--- src/rtl/bus_rr_arbiter_pkg.sv ---
// Shared types and helpers for the round-robin bus arbiter/router.
// Imported by rr_picker and bus_rr_arbiter.
package bus_arb_pkg;

  typedef enum logic [1:0] {
    IDLE,
    POP,
    ROUTE
  } state_t;

  localparam int ID_W_DEF = 8;

  // Compares only the low id_w bits, so callers can pass zero-extended IDs of any width up to 32.
  function automatic logic is_broadcast(input logic [31:0] dest,
                                        input logic [31:0] bcast,
                                        input int          id_w);
    logic [31:0] mask;
    mask = (id_w >= 32) ? '1 : ((32'd1 << id_w) - 32'd1);
    return (dest & mask) == (bcast & mask);
  endfunction

endpackage

--- src/rtl/bus_rr_arbiter_rr_picker.sv ---
// Combinational round-robin picker: rotate the request vector so the slot after
// 'last' sits at bit 0, priority-encode the lowest set bit, then un-rotate the index.
module rr_picker
  import bus_arb_pkg::*;
#(
  parameter int DRVRS = 4,
  parameter int ID_W  = ID_W_DEF
) (
  input  logic [DRVRS-1:0] req,
  input  logic [ID_W-1:0]  last,
  output logic [ID_W-1:0]  gnt_idx,
  output logic             any_req
);

  // One extra bit so enc + start (each < DRVRS) never overflows before the wrap.
  localparam int            CW = ID_W + 1;
  localparam logic [CW-1:0] N  = CW'(DRVRS);

  logic [CW-1:0]      nxt;
  logic [CW-1:0]      start;
  logic [2*DRVRS-1:0] dbl;
  logic [DRVRS-1:0]   rot;
  logic [CW-1:0]      enc;
  logic [CW-1:0]      sum;

  always_comb begin
    // NOTE: every variable gets a default at the top of an always_comb so no path leaves it unassigned and no latch is inferred.
    nxt     = CW'(last) + CW'(1);
    start   = (nxt >= N) ? '0 : nxt;
    dbl     = {req, req};
    rot     = DRVRS'(dbl >> start);
    enc     = '0;
    any_req = |req;

    // Descending scan: the lowest set bit is written last and wins.
    for (int i = DRVRS - 1; i >= 0; i--) begin
      if (rot[i]) enc = CW'(i);
    end

    sum = enc + start;
    if (sum >= N) sum = sum - N;
    gnt_idx = ID_W'(sum);
  end

endmodule

--- src/rtl/bus_rr_arbiter.sv ---
// Round-robin arbiter/router for the shared terminal packet bus: grant, pop, route.
// Optional BUS_ARB_DROP_CNT_EN adds a saturating drop_cnt output for discarded packets.
module bus_rr_arbiter
  import bus_arb_pkg::*;
#(
  parameter int              DRVRS     = 4,
  parameter int              PCKG_SZ   = 32,
  parameter int              ID_W      = ID_W_DEF,
  parameter logic [ID_W-1:0] BROADCAST = {ID_W{1'b1}}
) (
  input  logic               clk,
  input  logic               reset,
  input  logic [DRVRS-1:0]   pndng,
  input  logic [PCKG_SZ-1:0] D_pop [DRVRS],
  output logic [DRVRS-1:0]   pop,
  output logic [DRVRS-1:0]   push,
  output logic [PCKG_SZ-1:0] D_push,
  output logic               busy,
  output logic [ID_W-1:0]    grant_id
`ifdef BUS_ARB_DROP_CNT_EN
  ,
  output logic [15:0]        drop_cnt
`endif
);

  state_t             state;
  logic [ID_W-1:0]    rr_ptr;
  logic [PCKG_SZ-1:0] data_q;

  logic [ID_W-1:0]    pick_idx;
  logic               pick_any;
  logic [DRVRS-1:0]   gnt_oh;
  logic [DRVRS-1:0]   dest_oh;
  logic [DRVRS-1:0]   route_push;
  logic [PCKG_SZ-1:0] head_data;
  logic [ID_W-1:0]    head_dest;
  logic               head_pnd;

  rr_picker #(
    .DRVRS (DRVRS),
    .ID_W  (ID_W)
  ) u_picker (
    .req     (pndng),
    .last    (rr_ptr),
    .gnt_idx (pick_idx),
    .any_req (pick_any)
  );

  // Head-of-FIFO view of the granted terminal and the push mask its packet would produce.
  always_comb begin
    gnt_oh    = '0;
    dest_oh   = '0;
    head_data = '0;
    for (int i = 0; i < DRVRS; i++) begin
      gnt_oh[i] = (grant_id == ID_W'(i));
      if (gnt_oh[i]) head_data = D_pop[i];
    end
    head_pnd  = |(pndng & gnt_oh);
    head_dest = head_data[PCKG_SZ-1 -: ID_W];
    for (int i = 0; i < DRVRS; i++) begin
      dest_oh[i] = (head_dest == ID_W'(i));
    end
    // Out-of-range IDs give an empty dest_oh; masking the source drops self-addressed packets.
    if (is_broadcast(32'(head_dest), 32'(BROADCAST), ID_W)) route_push = ~gnt_oh;
    else                                                     route_push = dest_oh & ~gnt_oh;
  end

  // pop follows pndng live during POP so a withdrawn request is never consumed.
  assign pop    = (state == POP) ? (pndng & gnt_oh) : '0;
  assign busy   = (state != IDLE);
  assign D_push = data_q;

  // The routing decision is taken on the capture edge, so push is a clean register during ROUTE.
  always_ff @(posedge clk or posedge reset) begin
    if (reset) begin
      state    <= IDLE;
      grant_id <= '0;
      rr_ptr   <= ID_W'(DRVRS - 1);
      data_q   <= '0;
      push     <= '0;
    end else begin
      // NOTE: sequential state uses non-blocking assignments so every register samples pre-edge values.
      push <= '0;
      case (state)
        IDLE: begin
          if (pick_any) begin
            grant_id <= pick_idx;
            rr_ptr   <= pick_idx;
            state    <= POP;
          end
        end
        POP: begin
          if (head_pnd) begin
            data_q <= head_data;
            push   <= route_push;
            state  <= ROUTE;
          end else begin
            state  <= IDLE;
          end
        end
        ROUTE:   state <= IDLE;
        default: state <= IDLE;
      endcase
    end
  end

`ifdef BUS_ARB_DROP_CNT_EN
  always_ff @(posedge clk or posedge reset) begin
    if (reset) begin
      drop_cnt <= '0;
    end else if (state == ROUTE && push == '0 && drop_cnt != 16'hFFFF) begin
      drop_cnt <= drop_cnt + 16'd1;
    end
  end
`endif

endmodule

--- config.mk ---
export PLATFORM = sky130hd
export DESIGN_NAME = bus_rr_arbiter
export DESIGN_NICKNAME = d
export VERILOG_FILES = /design/src/rtl/bus_rr_arbiter_pkg.sv /design/src/rtl/bus_rr_arbiter_rr_picker.sv /design/src/rtl/bus_rr_arbiter.sv
export SDC_FILE = /design/constraint.sdc
export NUM_CORES = 1
export LEC_CHECK = 0
export CORE_UTILIZATION = 43
export CTS_BUF_LIST = sky130_fd_sc_hd__clkbuf_2 sky130_fd_sc_hd__clkbuf_4 sky130_fd_sc_hd__clkbuf_8
export DETAILED_ROUTE_END_ITERATION = 16
export PLACE_DENSITY = 0.95
export SETUP_SLACK_MARGIN = 0.2
export SLEW_MARGIN = 30
export SYNTH_ARGS = -nofsm -noshare
export SYNTH_HDL_FRONTEND = slang
export SYNTH_SLANG_ARGS = --single-unit
--- constraint.sdc ---
create_clock -name clk -period 8.2 [get_ports clk]
set_input_delay 1.64 -clock clk [delete_from_list [all_inputs] [get_ports clk]]
set_output_delay 1.64 -clock clk [all_outputs]
set_load 0.05 [all_outputs]
==> After elaboration in Yosys (flattened, before gate mapping) <==
Cells that the tools add are included.
{ "word_totals": {"register_bits": 54, "in_bits": 134, "wordCells": 48} }
{ "op_classes": {"add_sub_neg": 3, "order_cmp": 2, "n_eq_ne": 9, "shifts": 1, "n_mux": 17, "n_bitwise": 3, "reduce_logical": 8} }
{ "ops": {"columns": ["cell", "n"], "rows": [
  ["32-bit 2-to-1 mux", 4],
  ["8-bit by 2-bit equality test with 1-bit output (second input constant)", 4],
  ["9-bit by 3-bit greater-or-equal comparator with 1-bit output (second input constant)", 2],
  ["8-bit by 1-bit equality test with 1-bit output (second input constant)", 2],
  ["8-bit logical NOT", 2],
  ["4-bit 2-to-1 mux", 4],
  ["2-bit 2-to-1 mux", 6],
  ["2-bit by 9-bit adder with 9-bit output", 1],
  ["8-bit by 1-bit adder with 9-bit output (second input constant)", 1],
  ["9-bit 2-to-1 mux", 1],
  ["8-bit by 9-bit right shift with 4-bit output", 1],
  ["4-bit bitwise AND", 2],
  ["8-bit equality test (second input constant)", 1],
  ["8-bit 2-to-1 mux", 1],
  ["4-bit OR reduction", 2],
  ["8-bit by 3-bit subtractor with 8-bit output (second input constant)", 1],
  ["4-bit NOT", 1],
  ["2-bit case mux with 2 select lines", 1],
  ["2-bit AND reduction", 2],
  ["2-bit by 1-bit equality test with 1-bit output (second input constant)", 1],
  ["2-bit logical NOT", 1],
  ["2-bit != test (second input constant)", 1],
  ["2-bit nonzero test", 1]
]} }

==> Logic depth before layout (Yosys ltp) <==
{ "logic_depth": {"word_depth": 11, "mapped_depth": 16, "mapped_depth_nobuf": 16} }

==> Modules after synthesis <==
A second synthesis with hierarchy kept.
{ "unflattened": {"cells_unflattened": 321, "hier_area_um2": 3208.1} }
{ "modules_own_cells": {"columns": ["mod", "instances", "cells_each", "area_each_um2"], "rows": [
  ["bus_rr_arbiter", 1, 266, 2867.8],
  ["rr_picker", 1, 55, 340.3]
]} }

==> Least setup slack after synthesis <==
No wires, ideal clock.
{ "synth_path": {"path_kind": "input to output", "from": "input port pndng[0]", "to": "output port pop[0]", "t_arrival_ps": 3546, "t_required_ps": 6560, "setup_slack_ps": 3014, "cell_stages": 3, "path_buffers": 1, "cell_sequence": "clkbuf_1 -> inv_1 -> nor4_1"} }
{ "synth_via": {"elab_chain_len": 2} }
{ "synth_lines": {"columns": ["item", "line_no", "text"], "rows": [
  ["from (decl)", "bus_rr_arbiter.sv:13", "input logic [DRVRS-1:0] pndng,"],
  ["4-bit bitwise AND", "bus_rr_arbiter.sv:69", "assign pop = (state == POP) ? (pndng & gnt_oh) : '0;"],
  ["4-bit 2-to-1 mux", "bus_rr_arbiter.sv:69", null],
  ["to (decl)", "bus_rr_arbiter.sv:15", "output logic [DRVRS-1:0] pop,"]
]} }
Every way passes these cells.

==> Worst setup path after layout <==
Same ends and word-level chain as after synthesis.

==> tab_implementation.tex <==
\begin{tabular}{lr}
\hline
Metric & Value \\
\hline
\multicolumn{2}{l}{\textbf{Timing}} \\
\quad Slew headroom & between 30\% and 40\% \\
\quad RSZ-0062 raised after global routing & false \\
\quad Summed negative setup slack over all endpoints & 0 ns \\
\quad Final count of hold timing violations & 0 \\
\quad \# setup viols final & 0 \\
\quad Clk\_skew & about 0.0018 ns \\
\quad Final critical-path required period & approximately 5.2 ns \\
\quad Total count of max-transition violations in the final report & 0 \\
\quad Maximum frequency from static timing analysis & around 190 MHz \\
\quad Fin crit share & a little under two thirds \\
\quad Transition at the pin with the smallest max-transition slack & 0.949 ns \\
\multicolumn{2}{l}{\textbf{Synth}} \\
\quad Cell area after synthesis & about 3200 um2 \\
\quad Sequential element share of the synthesized area & 37.3\% \\
\quad Average cell area after synthesis & $\sim$10 um2 \\
\quad Count of flip-flops with a built-in enable after synthesis & 0 \\
\quad Cell type with the largest total area after synthesis & sky130\_fd\_sc\_hd\_\_dfrtp\_1 \\
\quad Number of warnings issued by yosys & 0 \\
\quad Register bit total from synthesis & 48 \\
\quad Share of the synthesized area in the top cell type & between 30\% and 40\% \\
\quad Syn nets & approximately 450 \\
\quad Post-synth cell types & 54 \\
\quad Top cells by area in the synthesized netlist & sky130\_fd\_sc\_hd\_\_dfrtp\_1 36\%, sky130\_fd\_sc\_hd\_\_mux4\_2 20\%, sky130\_fd\_sc\_hd\_\_nand2\_1 8.6\% \\
\quad Primary FF master, synth & sky130\_fd\_sc\_hd\_\_dfrtp\_1 \\
\quad Post-synthesis instance total & between 300 and 400 \\
\quad Async set-or-reset flop fraction in the synthesized netlist & 100\% \\
\multicolumn{2}{l}{\textbf{Power}} \\
\quad Sequential fraction of design power & between 20\% and 30\% \\
\quad Comb pwr share & around 71\% \\
\quad Clock share of power & 7.1\% \\
\quad LEAKAGE & 2.16 nW \\
\quad Maximum resistive drop on vdd & 0.000254 V \\
\quad Share of total power consumed by net switching & 53.0\% \\
\quad Power per unit of standard cell area & approximately 420 nW/um2 \\
\quad P\_int & around 0.0010 W \\
\quad Net Switching & about 0.0011 W \\
\multicolumn{2}{l}{\textbf{Finish}} \\
\quad Layout Cell Area excl Fill & approximately 5100 um2 \\
\quad Layout area overhead & 58.9\% \\
\quad Antenna diodes & 0 \\
\quad Layout cell share with drive strength beyond 1 & between 10\% and 20\% \\
\quad \# fillers & 540 \\
\quad Final layout net count & approximately 610 \\
\multicolumn{2}{l}{\textbf{Worst setup path}} \\
\quad Worst reg2reg endpoint & grant\_id[7]\$\_DFFE\_PP0P\_ \\
\quad Most numerous cell on the critical path & sky130\_fd\_sc\_hd\_\_clkdlybuf4s50\_1 \\
\quad Worst reg2reg path depth & 15 \\
\quad Largest fanout of any net on the critical path & 8 \\
\quad Maximum cell stage delay along the critical path & approximately 0.86 ns \\
\quad Max stage delay cell, worst path & sky130\_fd\_sc\_hd\_\_clkdlybuf4s50\_1 \\
\quad Data arrival at the endpoint of the critical path & roughly 3.6 ns \\
\quad R2R Path Start & rr\_ptr[0]\$\_DFFE\_PP1P\_ \\
\quad Worst setup slack for register-to-register paths & approximately 4.3 ns \\
\quad Critical path launch point type & input pin \\
\quad Required time worst endpoint & 6.56 ns \\
\quad Cell-by-cell trace of the critical path & clkdlybuf4s50\_1, inv\_1, nor4\_1, clkdlybuf4s50\_1 \\
\quad Endpoint class of the critical path & output pin \\
\quad Critical path class & input pin to output pin \\
\multicolumn{2}{l}{\textbf{CTS}} \\
\quad Number of buffers inserted by post-CTS setup repair & 0 \\
\quad Hold\_buf cts & 0 \\
\quad Inserted Clock Buffers & 5 \\
\quad Post-cts sizing count & 0 \\
\quad Clock latency reported for the late side of the worst-skew pair & between 0.2 and 0.3 ns \\
\quad Clock tree from TritonCTS & built \\
\quad H-Tree Depth & 2 \\
\quad Max Root-Sink Buffers & 2 \\
\quad Clock slew seen by the registers of the worst setup and hold paths & 0.08 ns \\
\quad CTS root buffer & sky130\_fd\_sc\_hd\_\_clkbuf\_8 \\
\quad Number of clock sinks & between 40 and 50 \\
\multicolumn{2}{l}{\textbf{Routing}} \\
\quad Average vias per placed instance & roughly 5.5 \\
\quad Total via count in the routed design & between 3000 and 4000 \\
\quad Residual DRC & 0 \\
\quad Final wirelength & between 10000 and 15000 um \\
\quad Detail-routed net length per standard cell & 17.9 um \\
\quad Post-route ant nets & 0 \\
\quad Pre-antenna DRT Iters & 4 \\
\quad Number of design-rule violations left by the first detailed-router iteration & approximately 120 \\
\multicolumn{2}{l}{\textbf{Global route}} \\
\quad Maximum number of pins on one net before global-route repair & between 60 and 70 \\
\quad Overflow left after global routing & 0 \\
\quad Overall routing resource usage & between 20\% and 30\% \\
\quad Global-route wire length before repair & between 15000 and 20000 um \\
\quad Initial antenna violation count & 0 \\
\quad Number of global-route vias before repair & about 3200 \\
\multicolumn{2}{l}{\textbf{Placed design}} \\
\quad Final RePlAce weighted congestion & just over 0.9 \\
\quad Port Buf Inserts & roughly 180 \\
\quad Detailed Place HPWL & 8000 um \\
\quad Cell area after placement & $\sim$5000 um2 \\
\multicolumn{2}{l}{\textbf{Die}} \\
\quad Core Area & $\sim$7300 um2 \\
\quad Chip height & roughly 90 um \\
\quad IO Count & approximately 180 \\
\quad Number of cell rows & 31 \\
\quad Die area & 7860 um2 \\
\quad Starting utilization of the core area & between 40\% and 50\% \\
\quad Die X & approximately 89 um \\
\multicolumn{2}{l}{\textbf{Outcome}} \\
\quad Status & finished, final reports clean \\
\multicolumn{2}{l}{\textbf{Min path}} \\
\quad Tightest Hold Check Type & flip-flop to flip-flop \\
\quad Worst hold endpoint & D\_push[26]\$\_DFFE\_PP0P\_ \\
\quad Number of cells on the worst hold path & 2 \\
\quad Hold wc startpoint & D\_push[26]\$\_DFFE\_PP0P\_ \\
\multicolumn{2}{l}{\textbf{Run}} \\
\quad Count of maximum capacitance violations & 0 \\
\hline
\end{tabular}
## metal layers
metal  wire [um]  GRT usage (%)  part of all wire (%)
met3         946           6.62                   9.2
met1        3750           28.7                    36
met2        5320           47.7                    52
met5           0              0                     0
met4         281           10.3                   2.7
## metrics by stage
step | total power, W | instances | hold WS (ns) | setup slack (ns) | utilization, %
global placement | 0.00195 | 568 | 0.462 | 3.02 | 69.3
floorplan | 0.00158 | 313 | 0.483 | 3.01 | -
finish | 0.00214 | 576 | 0.482 | 2.98 | 70.8
global route | 0.00229 | 576 | 0.518 | 2.91 | 70.8
detailed placement | 0.00199 | 568 | 0.470 | 3.00 | 69.3
CTS | 0.00215 | 576 | 0.489 | 2.98 | 70.7
## final cells by class
type                            instances  area [um2]  area share [%]
Clock buffer                            8        97.6            1.90
Tap cell                               99         124            2.41
Timing Repair Buffer                  184        1840            35.8
Inverter                               10        38.8           0.756
Multi-Input combinational cell        227        1830            35.7
Sequential cell                        48        1210            23.5
## cell usage after synthesis, types with 2 or more instances
cell                        n
sky130_fd_sc_hd__nand2_1   74
sky130_fd_sc_hd__dfrtp_1   46
sky130_fd_sc_hd__o21ai_0   39
sky130_fd_sc_hd__mux4_2    28
sky130_fd_sc_hd__inv_1     10
sky130_fd_sc_hd__buf_4      9
sky130_fd_sc_hd__clkbuf_1   9
sky130_fd_sc_hd__nor2_1     8
sky130_fd_sc_hd__buf_2      7
sky130_fd_sc_hd__nand3_1    7
sky130_fd_sc_hd__a21o_1     6
sky130_fd_sc_hd__mux4_1     4
sky130_fd_sc_hd__nor3_1     4
sky130_fd_sc_hd__a21oi_1    3
sky130_fd_sc_hd__ha_1       3
sky130_fd_sc_hd__nand3b_1   3
sky130_fd_sc_hd__a22oi_1    2
sky130_fd_sc_hd__a311oi_1   2
sky130_fd_sc_hd__a31o_2     2
sky130_fd_sc_hd__and2_1     2
sky130_fd_sc_hd__and3_1     2
sky130_fd_sc_hd__buf_6      2
sky130_fd_sc_hd__dfstp_2    2
sky130_fd_sc_hd__mux2i_1    2
sky130_fd_sc_hd__nand2b_1   2
sky130_fd_sc_hd__nand4_1    2
sky130_fd_sc_hd__nor3b_1    2
sky130_fd_sc_hd__nor4_1     2
sky130_fd_sc_hd__o211ai_1   2
sky130_fd_sc_hd__o21ai_1    2
sky130_fd_sc_hd__or2_2      2
## layout by cell type, fill, tap and decap left out, types with 3 or more instances in the layout
master,n
sky130_fd_sc_hd__clkbuf_8,6
sky130_fd_sc_hd__nand3_1,7
sky130_fd_sc_hd__a21oi_1,3
sky130_fd_sc_hd__nand3b_1,3
sky130_fd_sc_hd__nand2_1,74
sky130_fd_sc_hd__o21ai_0,39
sky130_fd_sc_hd__mux4_1,4
sky130_fd_sc_hd__nor3_1,4
sky130_fd_sc_hd__dfrtp_1,44
sky130_fd_sc_hd__a21o_1,5
sky130_fd_sc_hd__mux4_2,28
sky130_fd_sc_hd__nor2_1,8
sky130_fd_sc_hd__clkdlybuf4s50_1,182
sky130_fd_sc_hd__ha_1,3
sky130_fd_sc_hd__inv_1,9
## critical path, delay by kind of cell
kind | cells | cell delay, ns
AND/OR/NAND/NOR | 1 | 0.30
buffers and inverters | 3 | 1.65
## how the worst max path moves through the flow
stage / from / to / slack [ns] / cells after the start
floorplan: pndng[0] / pop[0] / 3.01 / 3
global placement: pndng[0] / pop[0] / 3.02 / 4
detailed placement: pndng[0] / pop[0] / 3.00 / 4
CTS: pndng[0] / pop[0] / 2.98 / 4
global route: pndng[0] / pop[0] / 2.91 / 4
finish: pndng[0] / pop[0] / 2.98 / 4
## cell families (layout without fill, tap and decap cells)
kind of cell,count (synthesis),in the layout,share of synthesized area (%)
AND/OR/NAND/NOR,116,116,17.0
AO/OA/AOI/OAI,72,72,14.1
flip-flops,48,48,37.3
buffers and inverters,38,202,6.31
multiplexers,34,34,23.4
adder cells (fa/ha/maj),4,4,1.78
other,1,1,0.116
## power groups by stage
| stage | clock network (W) | logic (W) | registers [W] |
|---|---|---|---|
| global placement | 0 | 0.00147 | 0.000474 |
| global route | 0.000166 | 0.00162 | 0.000501 |
| floorplan | 0 | 0.000905 | 0.000675 |
| CTS | 0.000156 | 0.00151 | 0.000481 |
| detailed placement | 0 | 0.00151 | 0.000486 |
| finish | 0.000152 | 0.00151 | 0.000481 |
## flip-flops by register name, indices dropped and copies added, names as in the netlist
name	cells
D_push	32
grant_id	8
push	4
rr_ptr	2
state	2
(Power assumes the default switching activity.)
